--- config.mk ---
export PLATFORM = sky130hd
export DESIGN_NAME = disp_sel_ctrl
export DESIGN_NICKNAME = d
export VERILOG_FILES = /design/src/rtl/disp_sel_ctrl_pkg.sv /design/src/rtl/btn_debounce.sv /design/src/rtl/disp_sel_ctrl.sv
export SDC_FILE = /design/constraint.sdc
export NUM_CORES = 1
export LEC_CHECK = 0
export BUFFER_PORTS_ARGS = -buffer_cell sky130_fd_sc_hd__buf_2
export CAP_MARGIN = 25
export CORE_MARGIN = 2
export CORE_UTILIZATION = 51
export DETAILED_ROUTE_END_ITERATION = 7
export PLACE_DENSITY_LB_ADDON = 0.15
export SETUP_SLACK_MARGIN = 0.3
export SLEW_MARGIN = 20
export SYNTH_ARGS = -nofsm -noshare
export SYNTH_HDL_FRONTEND = slang
export SYNTH_SLANG_ARGS = --single-unit
export TNS_END_PERCENT = 1
--- constraint.sdc ---
create_clock -name clk -period 4.4 [get_ports clk]
set_input_delay 0.88 -clock clk [delete_from_list [all_inputs] [get_ports clk]]
set_output_delay 0.88 -clock clk [all_outputs]
set_load 0.01 [all_outputs]
--- src/rtl/disp_sel_ctrl_pkg.sv ---
// Shared definitions for the display page-select controller.
//
// Holds the page-select encodings used by disp_sel_ctrl and by the
// seven-segment driver that consumes sel, plus a helper that advances
// the page with wrap-around.
package disp_sel_ctrl_pkg;

    localparam int SEL_W = 3;

    localparam logic [SEL_W-1:0] SEL_INSTR_LO = 3'd0;
    localparam logic [SEL_W-1:0] SEL_INSTR_HI = 3'd1;
    localparam logic [SEL_W-1:0] SEL_PC_LO    = 3'd2;
    localparam logic [SEL_W-1:0] SEL_PC_HI    = 3'd3;
    localparam logic [SEL_W-1:0] SEL_ALU_LO   = 3'd4;
    localparam logic [SEL_W-1:0] SEL_ALU_HI   = 3'd5;
    localparam logic [SEL_W-1:0] SEL_LAST     = SEL_ALU_HI;

    // Next page in the ring 0..SEL_LAST. The >= comparison also pulls any
    // out-of-range value straight back to the first page.
    function automatic logic [SEL_W-1:0] sel_advance(input logic [SEL_W-1:0] s);
        return (s >= SEL_LAST) ? SEL_INSTR_LO : s + 3'd1;
    endfunction

endpackage

--- src/rtl/btn_debounce.sv ---
// Push-button conditioner: two-flop synchronizer, debounce counter and
// rising-edge detector.
//
// Ports:
//   clk     in  1  system clock
//   rst_n   in  1  asynchronous active-low reset
//   btn_raw in  1  raw asynchronous button level
//   press   out 1  one-cycle pulse when the accepted level goes 0->1
module btn_debounce #(
    parameter int DEBOUNCE_CYCLES = 100000,
    parameter int CNT_W           = 18
) (
    input  logic clk,
    input  logic rst_n,
    input  logic btn_raw,
    output logic press
);

    // Count value reached on the DEBOUNCE_CYCLES-th consecutive differing cycle.
    localparam logic [CNT_W-1:0] CNT_LAST = CNT_W'(DEBOUNCE_CYCLES - 1);

    logic             sync1;
    logic             sync2;
    logic             level;
    logic [CNT_W-1:0] cnt;

    // NOTE: sequential state uses non-blocking assignments so every flop
    // samples pre-edge values; blocking here would collapse the synchronizer.
    always_ff @(posedge clk or negedge rst_n) begin
        if (!rst_n) begin
            sync1 <= 1'b0;
            sync2 <= 1'b0;
            level <= 1'b0;
            cnt   <= '0;
            press <= 1'b0;
        end else begin
            sync1 <= btn_raw;
            sync2 <= sync1;
            press <= 1'b0;
            if (sync2 == level) begin
                // Agreement (including the end of a short glitch) discards
                // any partial count.
                cnt <= '0;
            end else if (cnt == CNT_LAST) begin
                level <= sync2;
                cnt   <= '0;
                // Only an accepted 0->1 change is a press; releases are silent.
                press <= sync2;
            end else begin
                cnt <= cnt + CNT_W'(1);
            end
        end
    end

endmodule

--- src/rtl/disp_sel_ctrl.sv ---
// Display page-select and freeze controller for a seven-segment debug view.
//
// Two debounced buttons drive it: btn_next steps sel through the pages
// 0..5 (wrapping), btn_freeze toggles a hold on the captured pipeline
// values. While unfrozen the captured values track the live inputs with
// one cycle of latency; paging keeps working while frozen.
//
// Ports:
//   clk         in  1   system clock
//   rst_n       in  1   asynchronous active-low reset
//   btn_next    in  1   raw button, press advances the page
//   btn_freeze  in  1   raw button, press toggles freeze
//   instruction in  32  live instruction word
//   pc_out      in  32  live program counter
//   alu_out     in  32  live ALU result
//   sel         out 3   page select, 0..5
//   instr_disp  out 32  captured instruction
//   pc_disp     out 32  captured program counter
//   alu_disp    out 32  captured ALU result
//   frozen      out 1   high while captured values are held
module disp_sel_ctrl
    import disp_sel_ctrl_pkg::*;
#(
    parameter int DEBOUNCE_CYCLES = 100000,
    parameter int CNT_W           = 18
) (
    input  logic             clk,
    input  logic             rst_n,
    input  logic             btn_next,
    input  logic             btn_freeze,
    input  logic [31:0]      instruction,
    input  logic [31:0]      pc_out,
    input  logic [31:0]      alu_out,
    output logic [SEL_W-1:0] sel,
    output logic [31:0]      instr_disp,
    output logic [31:0]      pc_disp,
    output logic [31:0]      alu_disp,
    output logic             frozen
);

    logic next_press;
    logic freeze_press;

    btn_debounce #(
        .DEBOUNCE_CYCLES(DEBOUNCE_CYCLES),
        .CNT_W          (CNT_W)
    ) u_next_db (
        .clk    (clk),
        .rst_n  (rst_n),
        .btn_raw(btn_next),
        .press  (next_press)
    );

    btn_debounce #(
        .DEBOUNCE_CYCLES(DEBOUNCE_CYCLES),
        .CNT_W          (CNT_W)
    ) u_freeze_db (
        .clk    (clk),
        .rst_n  (rst_n),
        .btn_raw(btn_freeze),
        .press  (freeze_press)
    );

    // Page select and freeze are independent, so simultaneous presses both
    // land on the same edge.
    always_ff @(posedge clk or negedge rst_n) begin
        if (!rst_n) begin
            sel    <= SEL_INSTR_LO;
            frozen <= 1'b0;
        end else begin
            if (next_press) begin
                sel <= sel_advance(sel);
            end
            if (freeze_press) begin
                frozen <= ~frozen;
            end
        end
    end

    // Capture is gated by the registered frozen flag, so the edge on which
    // frozen rises still loads the live values: that snapshot is the one held.
    always_ff @(posedge clk or negedge rst_n) begin
        if (!rst_n) begin
            instr_disp <= '0;
            pc_disp    <= '0;
            alu_disp   <= '0;
        end else if (!frozen) begin
            instr_disp <= instruction;
            pc_disp    <= pc_out;
            alu_disp   <= alu_out;
        end
    end

endmodule

==> impl_metrics.env <==
export IMPL_status="complete, no violations"
export IMPL_synth_edf_count=0
export IMPL_portBuffers=199
export IMPL_finalWorstSetupSlack_ns=1.958
export IMPL_cts_htree_levels=4
export IMPL_reg2reg_to="pc_disp[1]$_DFFE_PN0N_"
export IMPL_multi_input_area_sq_um=2064
export IMPL_dieArea_sq_um=12200
export IMPL_antenna_cells=0
export IMPL_rsz0062_at_grt="false"
export IMPL_synth_async_reset_ratio=1.000
export IMPL_antenna_found_initial=0
export IMPL_skew_ns=0.008481
export IMPL_powerDensity_nw_per_um2=389.1
export IMPL_whs_endpoint="u_next_db.sync2$_DFF_PN0_"
export IMPL_cp_max_fo=56
export IMPL_num_vias=3986
export IMPL_fillers=858
export IMPL_netSwitchingPower_uw=636.4
export IMPL_whs_ns=0.3483
export IMPL_stdcell_count=774
export IMPL_cts_sinks=144
export IMPL_wl_met3_microns=646
export IMPL_internal_power_mw=2.256
export IMPL_r2r_start="frozen$_DFFE_PN0P_"
export IMPL_hold_violations=0
export IMPL_finalInstanceArea_sq_um=7435
export IMPL_vdd_drop_max_mv=0.2114
export IMPL_syn_num_nets=521
export IMPL_numCtsBuffers=17
export IMPL_hold_path_startpoint="u_next_db.sync1$_DFF_PN0_"
export IMPL_grt_usage=0.2164
export IMPL_drv_cap=0
export IMPL_power_leakage_nw=3.474
export IMPL_seq_power_share=0.485
export IMPL_io_pins=200
export IMPL_post_route_period_util=0.5550
export IMPL_synthCells=417
export IMPL_regToRegSetupSlack_ns=2.39
export IMPL_synth_ff_type="dfrtp_1"
export IMPL_start_kind="register"
export IMPL_root_buffer="clkbuf_16"
export IMPL_synthToLayoutAreaGrowth_pct=28.59
export IMPL_synth_top_area_frac=0.6232
export IMPL_clk_latency_ns=0.40
export IMPL_fin_tns_setup_ns=0
export IMPL_max_slew_margin_rel=0.4557
export IMPL_drtIter0Drc=162
export IMPL_yosys_cell_types_count=34
export IMPL_core_area_sq_um=10940
export IMPL_cts_setup_buffers=0
export IMPL_pre_cts_ws_ns=2.364
export IMPL_cpPeakStageDelay_ns=0.90
export IMPL_yosys_warnings=0
export IMPL_met2_length_mm=6.324
export IMPL_hp_class="register to register"
export IMPL_final_core_util=0.6799
export IMPL_fin_crit_ns=2.442
export IMPL_path_cells="buf_2"
export IMPL_combinationalPowerShare=0.070
export IMPL_regArea_sq_um=3607
export IMPL_synthTopCellsByArea="dfrtp_1, mux2_2, xnor2_1, xor2_1, nor2_1"
export IMPL_synth_most_common_cell="dfrtp_1"
export IMPL_crit_path_end_kind="primary output"
export IMPL_syn_avg_cell_area_sq_um=13.87
export IMPL_layout_nets=727
export IMPL_r2r_cells=2
export IMPL_vias_per_cell=5.150
export IMPL_synth_cell_area_sq_um=5782
export IMPL_ant_nets=0
export IMPL_p_clk_frac=0.444
export IMPL_swShare=0.2200
export IMPL_grt_overflow_total=0
export IMPL_clockBufferDepth=2
export IMPL_criticalPathCategory="register to primary output"
export IMPL_fmax_ghz=0.4095
export IMPL_num_rows=38
export IMPL_tritoncts="done"
export IMPL_placed_area_sq_um=6898
export IMPL_avgRoutedWirePerCell_microns=16.28
export IMPL_placed_cells=744
export IMPL_grt_pass1_wl_mm=20.80
export IMPL_grt_max_degree=92
export IMPL_ys_ff_latch=144
export IMPL_critPathTopFamily="flip-flops"
export IMPL_synth_common_cells="dfrtp_1, mux2_2, nor2_1"
export IMPL_drc_errors=0
export IMPL_top_layer="met4"
export IMPL_slew_viol_final=0
export IMPL_die_width_microns=110.5
export IMPL_crit_path_top_delay_cell="dfrtp_4"
export IMPL_yosysSeqAreaShare=0.6232
export IMPL_drive_above_1_share=0.5252
export IMPL_setup_violations=0
export IMPL_worstPathArrival_ns=1.56
export IMPL_die_y_microns=110.5
export IMPL_holdBufCountCts=0
export IMPL_start_util=0.5287
export IMPL_place_hpwl_mm=9.190
export IMPL_wl_met1_mm=5.251
export IMPL_path_buf_inv=1
export IMPL_hold_path_cell_count=0
export IMPL_grt_pass1_vias=3994
export IMPL_wl_mm=12.60
export IMPL_routabilityCongestion=0.8068
export IMPL_dr_pass1_iters=4
export IMPL_worstPathRequired_ns=3.52
export IMPL_clk_pin_slew_worst_paths_ns=0.06
export IMPL_yosysTopAreaCell="dfrtp_1"
export IMPL_totalPowerFinal_mw=2.893
export IMPL_worst_pin_slew_ns=0.8164
export IMPL_ctsResizeCount=0
## cells in the final DEF (no fill, tap or decap), types with 7 or more instances in the layout
master,synthesis,routed
buf_2,3,198
clkbuf_16,0,17
dfrtp_1,144,143
inv_1,7,7
mux2_2,97,97
nand2_1,12,12
nand3_1,14,14
nand4_1,14,14
nor2_1,34,34
nor4_1,10,10
xnor2_1,16,16
xor2_1,15,15
## how the worst max path moves through the flow
stage / startpoint / endpoint / cells after the start
finish: frozen$_DFFE_PN0P_ / frozen / 1
global route: frozen$_DFFE_PN0P_ / frozen / 1
CTS: frozen$_DFFE_PN0P_ / frozen / 1
detailed placement: frozen$_DFFE_PN0P_ / frozen / 1
global placement: frozen$_DFFE_PN0P_ / frozen / 1
floorplan: u_next_db.cnt[14]$_DFF_PN0_ / u_next_db.cnt[10]$_DFF_PN0_ / 6
## routing by layer
| layer | vias to the layer above | track usage |
|---|---|---|
| li1 | 1885 | - |
| met1 | 1946 | 0.2694 |
| met2 | 128 | 0.3521 |
| met3 | 27 | 0.06476 |
| met4 | 0 | 0.09417 |
| met5 | - | 0 |
## kinds of logic (layout without fill, tap and decap cells)
logic type,after synthesis,count (layout),share of synthesized area
flops,144,144,0.6232
fa+ha+maj,4,4,0.008656
simple gates,103,103,0.09348
xor+xnor,31,31,0.04696
compound gates,14,14,0.01537
buf+inv,22,239,0.01969
mux,99,99,0.1926
## sequential cells by signal, summed over array words and instances (netlist names), 3 cells and up
name	count
alu_disp	32
instr_disp	32
pc_disp	32
u_freeze_db.cnt	18
u_next_db.cnt	18
sel	3
## area by class of cell
| cell class | count | area share |
|---|---|---|
| clock inverter | 11 | 0.01262 |
| tap | 140 | 0.02356 |
| timing repair buffer | 202 | 0.1378 |
| multi-input combinational | 251 | 0.2777 |
| clock buffer | 19 | 0.05958 |
| sequential | 144 | 0.4852 |
| inverter | 7 | 0.003534 |
## power groups by stage
stage,Sequential [mW],Combinational [mW],Clock [mW]
6_report,1.40,0.204,1.28
2_1_floorplan,1.45,0.0558,0
5_1_grt,1.41,0.225,1.39
4_1_cts,1.40,0.209,1.32
3_5_place_dp,1.43,0.208,0
3_3_place_gp,1.42,0.203,0
No activity file was read; power rests on OpenSTA's default activity.
